[src/rtl/hit_stamp_fifo.sv]
`default_nettype none
// +----------------------------------------------------------------------------+
// | hit_stamp_fifo                                                             |
// | Hit edge detection, coarse time stamping and lowest-channel-first FWFT     |
// | queueing of TrigTDC hits, with sticky overflow and drop counting.          |
// | Rev 1.0 - initial release                                                  |
// +----------------------------------------------------------------------------+
module hit_stamp_fifo #(
    parameter int WIDTH   = 46,
    parameter int CH_BITS = 6,
    parameter int TS_BITS = 16,
    parameter int AW      = 4
) (
    input  logic               clk,
    input  logic               rst,
    input  logic [WIDTH-1:0]   hit_in,
    input  logic               enable,
    output logic               out_valid,
    input  logic               out_ready,
    output logic [CH_BITS-1:0] out_chan,
    output logic [TS_BITS-1:0] out_ts,
    output logic [AW:0]        fifo_count,
    output logic               overflow,
    output logic [15:0]        drop_cnt,
    input  logic               clr_status
);

    localparam int                 c_DEPTH   = 1 << AW;
    localparam logic [AW:0]        c_FULL    = {1'b1, {AW{1'b0}}};
    localparam logic [AW:0]        c_CNT_ONE = {{AW{1'b0}}, 1'b1};
    localparam logic [AW-1:0]      c_PTR_ONE = {{(AW-1){1'b0}}, 1'b1};
    localparam logic [WIDTH-1:0]   c_BIT_ONE = {{(WIDTH-1){1'b0}}, 1'b1};
    localparam logic [TS_BITS-1:0] c_TS_ONE  = {{(TS_BITS-1){1'b0}}, 1'b1};

    logic [TS_BITS-1:0] r_ts;
    logic [TS_BITS-1:0] r_ts_a;
    logic [TS_BITS-1:0] r_ts_s;
    logic [WIDTH-1:0]   r_s1;
    logic [WIDTH-1:0]   r_s2;
    logic [WIDTH-1:0]   r_active;
    logic [WIDTH-1:0]   r_staged;
    logic [AW-1:0]      r_wr_ptr;
    logic [AW-1:0]      r_rd_ptr;
    logic [AW:0]        r_count;
    logic               r_overflow;
    logic [15:0]        r_drop_cnt;
    logic [CH_BITS-1:0] r_mem_chan [c_DEPTH];
    logic [TS_BITS-1:0] r_mem_ts   [c_DEPTH];

    logic [WIDTH-1:0]   w_new;
    logic [WIDTH-1:0]   w_act_rem;
    logic [CH_BITS-1:0] w_low_idx;
    logic               w_full;
    logic               w_push;
    logic               w_pop;
    logic               w_drop;

    assign w_new     = r_s1 & ~r_s2 & {WIDTH{enable}};
    assign w_full    = (r_count == c_FULL);
    assign w_push    = (|r_active) && !w_full;
    assign w_pop     = out_valid && out_ready;
    // x & (x-1) clears the lowest set bit, i.e. the channel being written now.
    assign w_act_rem = w_push ? (r_active & (r_active - c_BIT_ONE)) : r_active;
    assign w_drop    = (|w_act_rem) && (|r_staged) && (|w_new);

    always_comb begin
        w_low_idx = '0;
        for (int i = WIDTH - 1; i >= 0; i--) begin
            if (r_active[i]) begin
                w_low_idx = CH_BITS'(i);
            end
        end
    end

    assign out_valid  = (r_count != '0);
    assign out_chan   = out_valid ? r_mem_chan[r_rd_ptr] : '0;
    assign out_ts     = out_valid ? r_mem_ts[r_rd_ptr] : '0;
    assign fifo_count = r_count;
    assign overflow   = r_overflow;
    assign drop_cnt   = r_drop_cnt;

    always_ff @(posedge clk or posedge rst) begin
        if (rst) begin
            r_ts       <= '0;
            r_ts_a     <= '0;
            r_ts_s     <= '0;
            r_s1       <= '0;
            r_s2       <= '0;
            r_active   <= '0;
            r_staged   <= '0;
            r_wr_ptr   <= '0;
            r_rd_ptr   <= '0;
            r_count    <= '0;
            r_overflow <= 1'b0;
            r_drop_cnt <= '0;
        end else begin
            r_ts <= r_ts + c_TS_ONE;
            r_s1 <= hit_in;
            r_s2 <= r_s1;

            if (w_act_rem == '0) begin
                if (r_staged != '0) begin
                    r_active <= r_staged;
                    r_ts_a   <= r_ts_s;
                    r_staged <= w_new;
                    r_ts_s   <= r_ts;
                end else begin
                    r_active <= w_new;
                    r_ts_a   <= r_ts;
                end
            end else begin
                r_active <= w_act_rem;
                if (r_staged == '0) begin
                    r_staged <= w_new;
                    r_ts_s   <= r_ts;
                end
            end

            if (w_push) begin
                r_wr_ptr <= r_wr_ptr + c_PTR_ONE;
            end
            if (w_pop) begin
                r_rd_ptr <= r_rd_ptr + c_PTR_ONE;
            end
            if (w_push && !w_pop) begin
                r_count <= r_count + c_CNT_ONE;
            end else if (!w_push && w_pop) begin
                r_count <= r_count - c_CNT_ONE;
            end

            // A drop in the clearing cycle survives the clear as the first count.
            if (clr_status) begin
                r_overflow <= w_drop;
                r_drop_cnt <= w_drop ? 16'd1 : 16'd0;
            end else if (w_drop) begin
                r_overflow <= 1'b1;
                if (r_drop_cnt != 16'hFFFF) begin
                    r_drop_cnt <= r_drop_cnt + 16'd1;
                end
            end
        end
    end

    always_ff @(posedge clk) begin
        if (w_push) begin
            r_mem_chan[r_wr_ptr] <= w_low_idx;
            r_mem_ts[r_wr_ptr]   <= r_ts_a;
        end
    end

endmodule
`default_nettype wire

[config.mk]
export PLATFORM = sky130hd
export DESIGN_NAME = hit_stamp_fifo
export DESIGN_NICKNAME = d
export VERILOG_FILES = /design/src/rtl/hit_stamp_fifo.sv
export SDC_FILE = /design/constraint.sdc
export NUM_CORES = 1
export LEC_CHECK = 0
export CORE_MARGIN = 3
export CORE_UTILIZATION = 40
export DETAILED_ROUTE_END_ITERATION = 10
export PLACE_DENSITY_LB_ADDON = 0.2
export SLEW_MARGIN = 10
export SYNTH_ARGS = -nofsm -noshare
export SYNTH_HDL_FRONTEND = slang
export SYNTH_SLANG_ARGS = --single-unit
[constraint.sdc]
create_clock -name clk -period 9.3 [get_ports clk]
set_input_delay 1.86 -clock clk [delete_from_list [all_inputs] [get_ports clk]]
set_output_delay 1.86 -clock clk [all_outputs]
set_load 0.03 [all_outputs]
==> summary by stage, run 1 <==
Clock network
The number of levels the H-tree was split into is 3. The clock-pin slew of the registers on the worst-case setup and hold paths is 60 ps. The post-cts repair resize count is 0.

The number of buffers added by the clock tree synthesis step is 67. The tree is rooted in a clkbuf_16. In this run the post-CTS setup repair buffer count came out at 0. For the worst-skew pair, the clock arrives at the later sink with an insertion delay of 600 ps.

After clock tree synthesis, the flow added hold-fix buffers numbering 0. TritonCTS built the clock tree. The clock passes through at most 3 buffers. The count of clock tree sinks is 614.

Worst setup path
The worst setup path is launched from a register. Data arrives at the worst endpoint at 6660 ps. The master of the slowest instance on the critical path is ha_2. The worst reg2reg path depth is 12. STA puts the critical path data required time at 9770 ps. The end of the worst register-to-register path is r_ts_s[5]. Of all nets on the critical path, the largest fanout is 63.

The category of the critical setup timing path is reg2reg. The element type at the critical path end is a register. The delay of the slowest cell on the worst path is 1000 ps. The worst register-to-register path begins at r_active[0].

The slack of the worst reg-to-reg path is 3110 ps. The cell class contributing the biggest share of worst-path delay is simple AND/OR/NAND/NOR gates. Together, buffers and inverters on the worst path number 2.

The most numerous cell type found on the critical path is nand4_1. The critical path goes through or4_4 > a2111oi_4 > nand4_1 > o31ai_1 > nand4_1 > nor3_1 > nand4_1 > or4_2 > buf_4 > ha_2 > buf_4 > mux2_2.

Floorplan
For this design the top-level I/O count stands at 96. The floorplan step defined a die boundary enclosing 64,400 sq um. The width of the die is 254 microns.

The total core area is 60,600 sq um. The number of rows in the core area is 90. The initial utilization of the core area, before any placement, comes to 0.405. The die outline height is 254 microns.

Synth
The number of synthesized flops with an enable pin is 352. After synthesis, the netlist uses 55 different library cells. Of the post-synthesis cell area, the dominant cell type holds 0.430. Synthesis inferred 614 register bits. The average cell area after synthesis is 15.9 sq um.

After synthesis the cells add up to 24,600 sq um. In the synthesized netlist the dominant register cell turns out to be edfxtp_1. The total number of yosys warnings is 0. The share of flip-flops with an asynchronous set or reset after synthesis is 0.427. By count the netlist is led by edfxtp_1 (352), dfrtp_1 (262), mux4_2 (110), o21ai_0 (110), a21oi_1 (63). The portion of the post-synthesis area used by sequential elements is 0.697. Synthesis produced 1,540 cells.

The number of nets in the synthesized netlist is 1,604. The library cell occupying the most area in the post-synthesis netlist is edfxtp_1. Ranked by total cell area, the synthesized netlist is headed by edfxtp_1 (43%), dfrtp_1 (27%), mux4_2 (10%), o21ai_0 (2.2%), mux2_2 (2.1%). The most used standard cell by instance count after synthesis is edfxtp_1.

Route
The via total after detailed routing is 13,700. The first detailed-routing pass ran for 5 iterations. The routed length per instance is 21.9 microns. The count of nets left with antenna violations once routing finished came out at 0. The total wire length is 54.6 mm. The total DRC errors in the routed layout is 0. The first-iteration detailed-routing DRC count is 1,104. The via count normalized by instance count is 5.47.

Hold path
The worst hold path was traced through 0 stages. The path category of the worst min-delay check is reg2reg. The worst-case hold path end point is r_s2[10]. The launch instance of the worst min-delay path is r_s1[10].

STA
In this run the tightest slew margin relative to its limit is 0.219. The total negative slack is 0 ps. Dividing the final minimum period by the clock period gives 0.665. Setup repair after global routing left no endpoint under its margin. The number of failing hold endpoints at the final stage is 0. At the pin with the least slew margin, the transition time is 1170 ps. Setup violations remaining at the end of the flow were counted as 0.

Clock skew on the completed layout was measured at 23.8 ps. The total count of max-transition violations in the final report is 0. The final worst setup slack is 3110 ps.

The peak clock frequency supported by timing is 162 MHz. The time the final worst path needs with I/O delays and setup is 6190 ps.

GRT
Entering global routing, the biggest net connects 152 pins. The first global-routing pass estimated 84.6 mm of wire. The number of global-route vias before repair is 14,000. The global routing usage on met3 is 0.0287. The fraction of met1 tracks used by global routing is 0.243. The aggregate global routing overflow is 0. Across every metal layer, demand over resource in global routing totals 0.173. The most crowded layer after global routing is met2. The initial antenna violation count is 1. For met2 alone, demand over resource in global routing was 0.280.

Place
The worst setup timing slack at the placement stage is 3170 ps. Routability-driven placement finished with a final weighted congestion of 0.865. Port buffering added 95 buffers. Detailed placement ended at an HPWL of 33.4 mm.

Outcome
The run finished with clean final reports.

Cells and area
The number of nets in the final layout is 1,725. The final core utilization is 0.474. In the final layout, the share of cells above drive strength 1 is 0.191. Compared with the post-synthesis result, the final layout area differs by 16.9%. 0 antenna diodes ended up in the layout.

Pwr
The worst IR drop on VDD is 0.157 mV. For this design the ratio of total power to cell area is 350 nW/um^2. In this run the static leakage power is 10.9 nW.

Job
Across the run, the number of max-cap violations was 0.
==> layout make-up <==
type	instances	area, sq um
clock buffers	81	1820
clock inverters	41	394
fillers	5230	31900
inverters	61	236
multi-input cells	793	6970
flip-flops and latches	614	17100
well taps	782	978
repair buffers	124	1180
==> where the power goes <==
group	internal [W]	total [W]	leakage, nW	switching, W
clock network	0.00157	0.00265	1.08	0.00108
logic	0.00134	0.00330	3.26	0.00196
registers	0.00375	0.00409	6.53	0.000339
==> layer usage <==
metal  vias to the layer above  part of all wire
met4                         2             0.022
met3                        86             0.052
met5                         -           0.00024
li1                       6157                 -
met1                      7034              0.45
met2                       381              0.48
==> metrics by stage <==
stage / hold WS (ps) / area [sq um] / total power, W / cells
6_report: 365 / 28700 / 0.0100 / 2496
5_1_grt: 379 / 28700 / 0.0106 / 2496
4_1_cts: 369 / 28700 / 0.0101 / 2496
3_5_place_dp: 356 / 26500 / 0.00747 / 2374
3_3_place_gp: 352 / 26500 / 0.00740 / 2374
2_1_floorplan: 347 / 24600 / 0.00628 / 1540
==> flip-flops by register name, summed over array words and instances (netlist names), 46 cells and up <==
name and count:
r_staged 46, r_mem_chan 96, r_s1 46, r_mem_ts 256
r_s2 46, r_active 46
==> cells in the final DEF (no fill, tap or decap), types with 10 or more instances in the layout <==
cell type,count
xnor2_1,30
clkbuf_16,70
clkinv_2,11
clkdlybuf4s50_1,95
o21ai_0,110
ha_1,11
nand3_1,58
mux2_4,13
mux2_2,45
nor4_1,35
or4_1,10
nand2_1,45
nor2_2,12
o31ai_1,14
buf_4,28
nor3_1,20
a21oi_1,62
mux4_2,110
nand4_1,22
inv_1,59
clkinv_1,16
nor2_1,38
and2_1,24
nor2b_1,38
dfrtp_1,259
edfxtp_1,352
==> cells by family (layout without fill, tap and decap cells) <==
family,after synthesis,in the layout,synth area share
compound gates,234,234,0.0558
buf+inv,133,307,0.0220
flops,614,614,0.697
simple gates,341,341,0.0753
mux,168,168,0.129
fa+ha+maj,13,13,0.00693
xor+xnor,37,37,0.0132
==> worst max-delay path by stage <==
| stage | startpoint | end | slack [ps] | cells past startpoint |
|---|---|---|---|---|
| 3_3_place_gp | r_active[0] | r_ts_s[10] | 3310 | 12 |
| 5_1_grt | r_active[0] | r_ts_s[12] | 2780 | 12 |
| 2_1_floorplan | rst | drop_cnt[0] | 230 | 1 |
| 4_1_cts | r_active[0] | r_ts_s[5] | 3150 | 12 |
| 3_5_place_dp | r_active[0] | r_ts_s[12] | 3170 | 12 |
| 6_report | r_active[0] | r_ts_s[5] | 3110 | 12 |
(Power assumes the default switching activity.)
==> inputs of run 2 (changes only) <==
- clock period: 9.3 -> 5.23 ns (I/O delays scaled with it)
==> run 2 against run 1 <==
  * Die area unchanged
  * Setup slack worse by 2600 ps
  * Clock skew up 12 ps
  * Via count down 0.24%
  * Critical path depth up 2
  * Design area up 0.82%
  * Combinational power up 80%
  * Sequential power up 79%
  * Global-route usage about the same
  * Clock power up 85%
  * Sequential share of layout area down 0.48 points
  * Final cell count up 0.44%
  * Highest routed layer is now met4
==> summary by stage, run 2 (same netlist as run 1, synthesis figures left out) <==
Clock network
The clock tree from TritonCTS is built. The root buffer selected by CTS is clkbuf_16. The number of buffers added by the clock tree synthesis step is 67. The H-tree was split into 3 levels. The clock tree buffer depth is 3. Clock-pin slew was measured on the worst setup and hold paths at 60 ps. The later-pin clock latency in the skew report is 600 ps. The count of clock tree sinks is 614.

STA
Timing would allow up to 210 MHz. The number of failing hold endpoints at the final stage is 0. The total count of max-transition violations in the final report is 0.

For the final database, setup skew stands at 36.0 ps. Subtracting the final worst setup slack from the clock period gives 4760 ps. Dividing the final minimum period by the clock period gives 0.910. The transition time of the tightest slew-check pin is 1180 ps. The count of final setup violators is 0. Setup repair after global routing left no endpoint under its margin. The worst slew slack as a fraction of its limit is 0.210. After routing, the total negative slack on setup checks comes to 0 ps.

Pwr
The share of total power dissipated in combinational logic is 0.327. The leakage power of the design is 11.0 nW. The internal power contribution is 0.0122 W. Power spread over the standard cell area amounts to 627 nW/um^2. Summing internal, switching and leakage power gives 0.0182 W. The worst IR drop on VDD is 0.428 mV. Of the total power, the share spent switching nets is 0.330. The clock network fraction of total power is 0.269. For this design the total switching power over the nets is 0.00600 W. The relative contribution of sequential cells to total power is 0.404.

GRT
The global routing met2 resource utilization is 0.288. Summed over all layers, the global routing overflow is 0. The initial antenna violation count is 0. Entering global routing, the biggest net connects 110 pins. The number of global-route vias before repair is 14,000. The global routing usage on met3 is 0.0260. met2 is the most crowded layer. The global-route wire length before repair is 85.1 mm. The total routing usage reported by global routing is 0.174.

The fraction of met1 tracks used by global routing is 0.242.

Floorplan
The boundary pin count is 96. The number of rows in the core area is 90. The width of the die is 254 microns. The die covers 64,400 sq um. The initial standard-cell utilization of the core is 0.405. The total core area is 60,600 sq um. The die outline height is 254 microns.

Place
Once detailed placement completed, the half-perimeter wirelength came to 33.1 mm. In this run, placement finished with an instance count of 2,382. In this run the tool buffered the top-level ports with 95 buffer cells. After detailed placement, the total cell area comes to 26,600 sq um.

The global placer's final weighted congestion is 0.846.

Worst setup path
The element type at the critical path start is a register. The worst endpoint required time is 5670 ps. The worst setup path is captured at a register. The category of the critical setup timing path is reg2reg. In this run the worst path has a maximum fanout of 17. The slack of the worst reg-to-reg path is 470 ps. Data on the critical path arrives at its endpoint at 5200 ps.

Cells and area
The number of nets in the final layout is 1,735. The final core utilization is 0.478. The growth of design area from synthesis to finish is 17.9%.

The register with the most flip-flops in the final layout is r_mem_ts. The finished layout holds 2,507 standard cells, fillers aside. In the final layout, the registers with the most flip-flops are r_mem_ts: 256 flops, r_mem_chan: 96 flops. After routing the design area is 29,000 sq um. The fraction of final layout cells sized beyond drive strength 1 is 0.197.

The top cell types in the final layout, fill and taps aside, are edfxtp_1 (352), dfrtp_1 (258), o21ai_0 (110), mux4_2 (110), clkdlybuf4s50_1 (95). The most common library cell in the layout ignoring fill and taps is edfxtp_1. The number of flip-flops under the largest register name is 256.

The number of antenna repair diodes is 0.

Outcome
The run finished with clean final reports.

Route
The number of optimization iterations in the first detailed-route pass is 5. The detailed router finished its first iteration with 952 violations. The routed length per instance is 21.7 microns. The via total after detailed routing is 13,600. The final layout contains routed wiring with a total length of 54.5 mm. The total DRC errors in the routed layout is 0.

Once detail routing completed, the nets flagged for antenna violations numbered 0. The via count normalized by instance count is 5.44.

Job
The number of violations of the max-capacitance limit is 0.

Hold path
The worst hold path belongs to the class reg2reg.
## run 2: cell types whose count changed in the layout (fill, tap and decap cells not counted), sizes merged
cell,delta
buf,+10
clkbuf,+7
clkinv,-6
bufinv,+3
clkinvlp,-3
## run 2: final cells by class
class | count | area [sq um]
multi-input cells | 793 | 6980
repair buffers | 134 | 1320
clock buffers | 88 | 1880
clock inverters | 35 | 435
fillers | 5212 | 31600
well taps | 782 | 978
flip-flops and latches | 614 | 17100
inverters | 61 | 233
## run 2: stage by stage
step | setup WS (ps) | hold WS (ps)
after CTS | 37.7 | 360
after detailed placement | 89.5 | 355
after global routing | 93.3 | 371
after floorplan | 551 | 347
after global placement | 255 | 353
final | 470 | 365
## run 2: critical path, cell delays in order (launching register included)
cell and delay (ps):
dfrtp_1 480, or4_4 620, a2111oi_4 460, nand2_1 240, o41ai_1 420, nand2_1 150
a2111oi_2 290, nand4_1 150, or4_2 710, ha_2 210, o21ai_0 180, a21o_2 390
nor3_1 100, xnor2_1 150, nor2_1 60
## run 2: per-layer routing
metal	part of all wire	wire length, microns
met3	0.045	2430
met5	0	0
met2	0.49	26900
met4	0.017	911
met1	0.45	24300
## run 2: final timing paths
kind,start,to,cells after the start
hold / removal,r_s1[32],r_s2[32],0
min in group asynchronous,rst,fifo_count[2],2
setup / recovery,r_active[0],drop_cnt[11],14
setup reg to reg,r_active[0],drop_cnt[11],14
max in group asynchronous,rst,r_s1[23],3
hold reg to reg,r_s1[32],r_s2[32],0
## run 2: timing repair
item                                   in CTS  in global routing
buffers inserted                            0                  2
resized for setup                           0                  1
setup endpoints to repair                   0                 44
hold buffers                                0                  0
endpoints found under the hold margin       0                  0
## run 2: power by group through the flow
stage,clock network [W],registers (W),logic [W]
after floorplan,0,0.00710,0.00407
after global placement,0,0.00741,0.00581
after detailed placement,0,0.00746,0.00589
after CTS,0.00501,0.00736,0.00591
after global routing,0.00519,0.00746,0.00646
final,0.00489,0.00734,0.00593
==> inputs of run 3 (changes only) <==
- ABC_AREA: default -> 1
==> run 3 against run 2 <==
  * Synthesized cell count rose by 53%
  * Clock skew decreased by 18 ps
  * Design area rose by 1.9%
  * Setup slack improved by 71 ps
  * Critical path depth shrank 6
  * Sequential power down 7.6%
  * Final cell count up 33%
  * Register-to-register slack better by 80 ps
  * Fmax grew 1.5%
  * Wire length increased by 9.8%
  * Global-route usage up 0.88 points
  * Core utilization decreased by 0.23 points
  * Largest power group unchanged
  * Highest routed layer unchanged
==> summary by stage, run 3 <==
Pwr
The leakage power of the design is 11.5 nW. The worst IR drop on VDD is 0.356 mV. The total chip power is 0.0172 W. The areal power density over the cells is 582 nW/um^2.

Synth
Of the total synthesized cell area, the portion taken by AND, OR, NAND and NOR gates is 0.141. After synthesis, the largest family of logic cells by area is simple AND/OR/NAND/NOR gates. When the netlist entered floorplanning its net count stood at 2,418.

The compound-gate portion of the synthesized area is 0.114. The library cell occupying the most area in the post-synthesis netlist is edfxtp_1. The most used flip-flop cell after synthesis is edfxtp_1. Of the total synthesized cell area, the portion taken by full adders, half adders and majority gates is 0.00674.

After synthesis, the mean cell area works out to 10.7 sq um. The share of the synthesized area in the top cell type is 0.419. Measured against the total synthesized area, the mux share comes to 0. The cell area after synthesis is 25,200 sq um.

Among all cell types in the netlist, the one instantiated most often is nor2_1. Yosys mapped a number of flops with a built-in enable equal to 352. Of the total synthesized cell area, the portion taken by XOR and XNOR cells is 0.00764. By area the synthesized netlist is led by edfxtp_1 (42%), dfrtp_1 (26%), o21ai_0 (6.7%), nor2_1 (6.5%), nand2_1 (4.2%).

Yosys printed 0 warnings. The commonest cells after synthesis are nor2_1 (434), edfxtp_1 (352), o21ai_0 (338), nand2_1 (284), dfrtp_1 (262). In the synthesized netlist the async set-or-reset flop fraction comes to 0.427. The number of different library cells used by synthesis comes to 45. The share of the Yosys chip area taken by registers is 0.679. Synthesis produced 2,354 cells. In this run, synthesis produced a sequential element count of 614.

STA
In the finished design, the share of the clock period the worst path needs comes to 0.897. The worst hold slack across all endpoints is 374 ps. The worst slew slack as a fraction of its limit is 0.122.

The total negative slack is 0 ps. Setup violations remaining at the end of the flow were counted as 0. The total count of max-transition violations in the final report is 0. The time the final worst path needs with I/O delays and setup is 4690 ps. The number of failing hold endpoints at the final stage is 0. The final worst clock skew is 18.5 ps. The peak clock frequency supported by timing is 213 MHz. The final worst setup slack is 541 ps. The transition time of the tightest slew-check pin is 1310 ps.

Worst setup path
STA classifies the critical path endpoint as an output port. Along the worst path, the maximum fanout reaches 90. The endpoint of the worst setup timing path is out_ts[12]. The critical path goes through buf_4 > o21ai_0 > o22ai_1 > nor2_1 > nor2_1 > o21ai_0 > a21oi_1 > clkdlybuf4s50_1.

In this run the critical register-to-register path is launched from r_active[16]. The most critical setup path has its startpoint at r_rd_ptr[1]. The category of the critical setup timing path is reg2out. Grouping stages by cell kind, the critical path spends the most delay in buffers and inverters. The worst reg2reg path depth is 29. For the worst setup path, the data required time is 4180 ps. For flop-to-flop paths, the worst setup slack is 550 ps. The delay of the slowest cell on the worst path is 800 ps. Together, buffers and inverters on the worst path number 2.

The element type at the critical path start is a register. The cell count along the critical path is 8. The end of the worst register-to-register path is r_ts_s[8]. The arrival time at the worst endpoint is 3640 ps. The master of the slowest instance on the critical path is buf_4.

Cells and area
Summing all non-filler instances in the final layout gives an area of 29,500 sq um. The growth of design area from synthesis to finish is 17.0%. The area of the multi-input gates is 6900 sq um. In the final layout, the registers with the most flip-flops are r_mem_ts: 256 flops, r_mem_chan: 96 flops. The repair_antennas step left the layout with diodes totalling 0. Leaving out fill and tap cells, the most frequent cells in the layout are nor2_1 (418), edfxtp_1 (352), o21ai_0 (338). The fraction of final layout cells sized beyond drive strength 1 is 0.0779. The register with the most flip-flops in the layout has 256 of them.

The library cell used most frequently in the layout, excluding fill and tap cells, is nor2_1. Counting flops per register, the top entry is r_mem_ts. The layout filler cell count is 5,600. The area of all sequential standard cells is 17,100 sq um. The number of nets in the final layout is 2,503.

Hold path
The tightest min-delay check is of the reg2reg type.

Clock network
After clock tree synthesis, the clock-pin slew on the worst setup and hold paths is 60 ps. CTS built an H-tree with a depth of 3. The longest clock path from root to sink contains 3 buffers. TritonCTS built the clock tree. The number of buffers added by the clock tree synthesis step is 68.

After clock tree synthesis, the flow added hold-fix buffers numbering 0. The cell sitting at the root of the clock tree is a clkbuf_16. The count of clock tree sinks is 614. For the worst-skew pair, the clock arrives at the later sink with an insertion delay of 600 ps.

Floorplan
The die covers 66,100 sq um. The total core area is 62,100 sq um. The floorplan has 91 rows. The width of the die is 257 microns. 96 I/O pins were placed. The die outline height is 257 microns.

The initial utilization of the core area, before any placement, comes to 0.407.

Route
The number of optimization iterations in the first detailed-route pass is 5. The via count normalized by instance count is 5.17. The total wire length is 59.8 mm.

Summing over every cut layer, the via total after detailed routing is 17,200. Dividing the detail-routed wire length by the instance count gives 18.0 microns. The number of nets still failing antenna checks after routing is 0.

The first-iteration detailed-routing DRC count is 1,212. The total DRC errors in the routed layout is 0.

Place
The count of buffers added on input and output ports is 95. The worst setup timing slack at the placement stage is 476 ps. The post-placement cell area is 27,200 sq um. The global placer's final weighted congestion is 0.877.

The final HPWL from detailed placement is 34.5 mm.

GRT
For this run, the total global-route usage over all layers was measured as 0.182. The global-route wire length before repair is 96.2 mm. The initial antenna violation count is 0. The aggregate global routing overflow is 0.

Entering global routing, the biggest net connects 179 pins. The number of global-route vias before repair is 17,400.

Job
The tool flagged a number of max-cap violations equal to 0.

Outcome
The flow ran to the end, and the final reports show no timing, DRC or antenna violations.
-- run 3: how the worst min path moves through the flow --
stage,from,to,slack [ps],depth (start not counted)
2_1_floorplan,r_s1[44],r_s2[44],350,0
3_3_place_gp,r_s1[41],r_s2[41],360,0
3_5_place_dp,r_s1[17],r_s2[17],360,0
4_1_cts,r_s1[17],r_s2[17],370,0
5_1_grt,r_s1[41],r_s2[41],380,0
6_report,r_s1[17],r_s2[17],370,0
-- run 3: kinds of logic (layout without fill, tap and decap cells) --
| kind of cell | after synthesis | count (layout) |
|---|---|---|
| AND/OR/NAND/NOR | 867 | 867 |
| AO/OA/AOI/OAI | 500 | 500 |
| adder cells (fa/ha/maj) | 13 | 13 |
| buffers and inverters | 338 | 475 |
| XOR/XNOR | 22 | 22 |
| flip-flops | 614 | 614 |
-- run 3: through the flow --
stage	utilization	std cells
after global routing	0.476	3328
after global placement	0.438	3204
after detailed placement	0.438	3204
after floorplan	-	2354
after CTS	0.475	3326
final	0.476	3328
-- run 3: layout make-up --
| cell class | count | area share |
|---|---|---|
| clock buffers | 93 | 0.0643 |
| inverters | 229 | 0.0293 |
| multi-input cells | 1402 | 0.234 |
| well taps | 837 | 0.0355 |
| flip-flops and latches | 614 | 0.580 |
| repair buffers | 124 | 0.0426 |
| clock inverters | 29 | 0.0143 |
-- run 3: timing repair --
action	4_1_cts	5_1_grt
resized for setup	0	3
endpoints found under the setup margin	0	35
setup buffers	0	2
-- run 3: metal layers --
metal,routed length (microns),vias to the layer above,GRT usage,share of wire
met1,26500,8395,0.246,0.44
met4,1380,0,0.0559,0.023
met3,3200,104,0.0285,0.053
li1,-,8226,-,-
met5,0,-,0,0
met2,28700,471,0.305,0.48
-- run 3: where the power goes --
part | leakage [nW] | total, W | internal [W] | switching (W)
clock | 1.13 | 0.00489 | 0.00297 | 0.00192
sequential | 6.45 | 0.00678 | 0.00630 | 0.000476
combinational | 3.91 | 0.00550 | 0.00171 | 0.00379
total | 11.5 | 0.0172 | 0.0110 | 0.00619
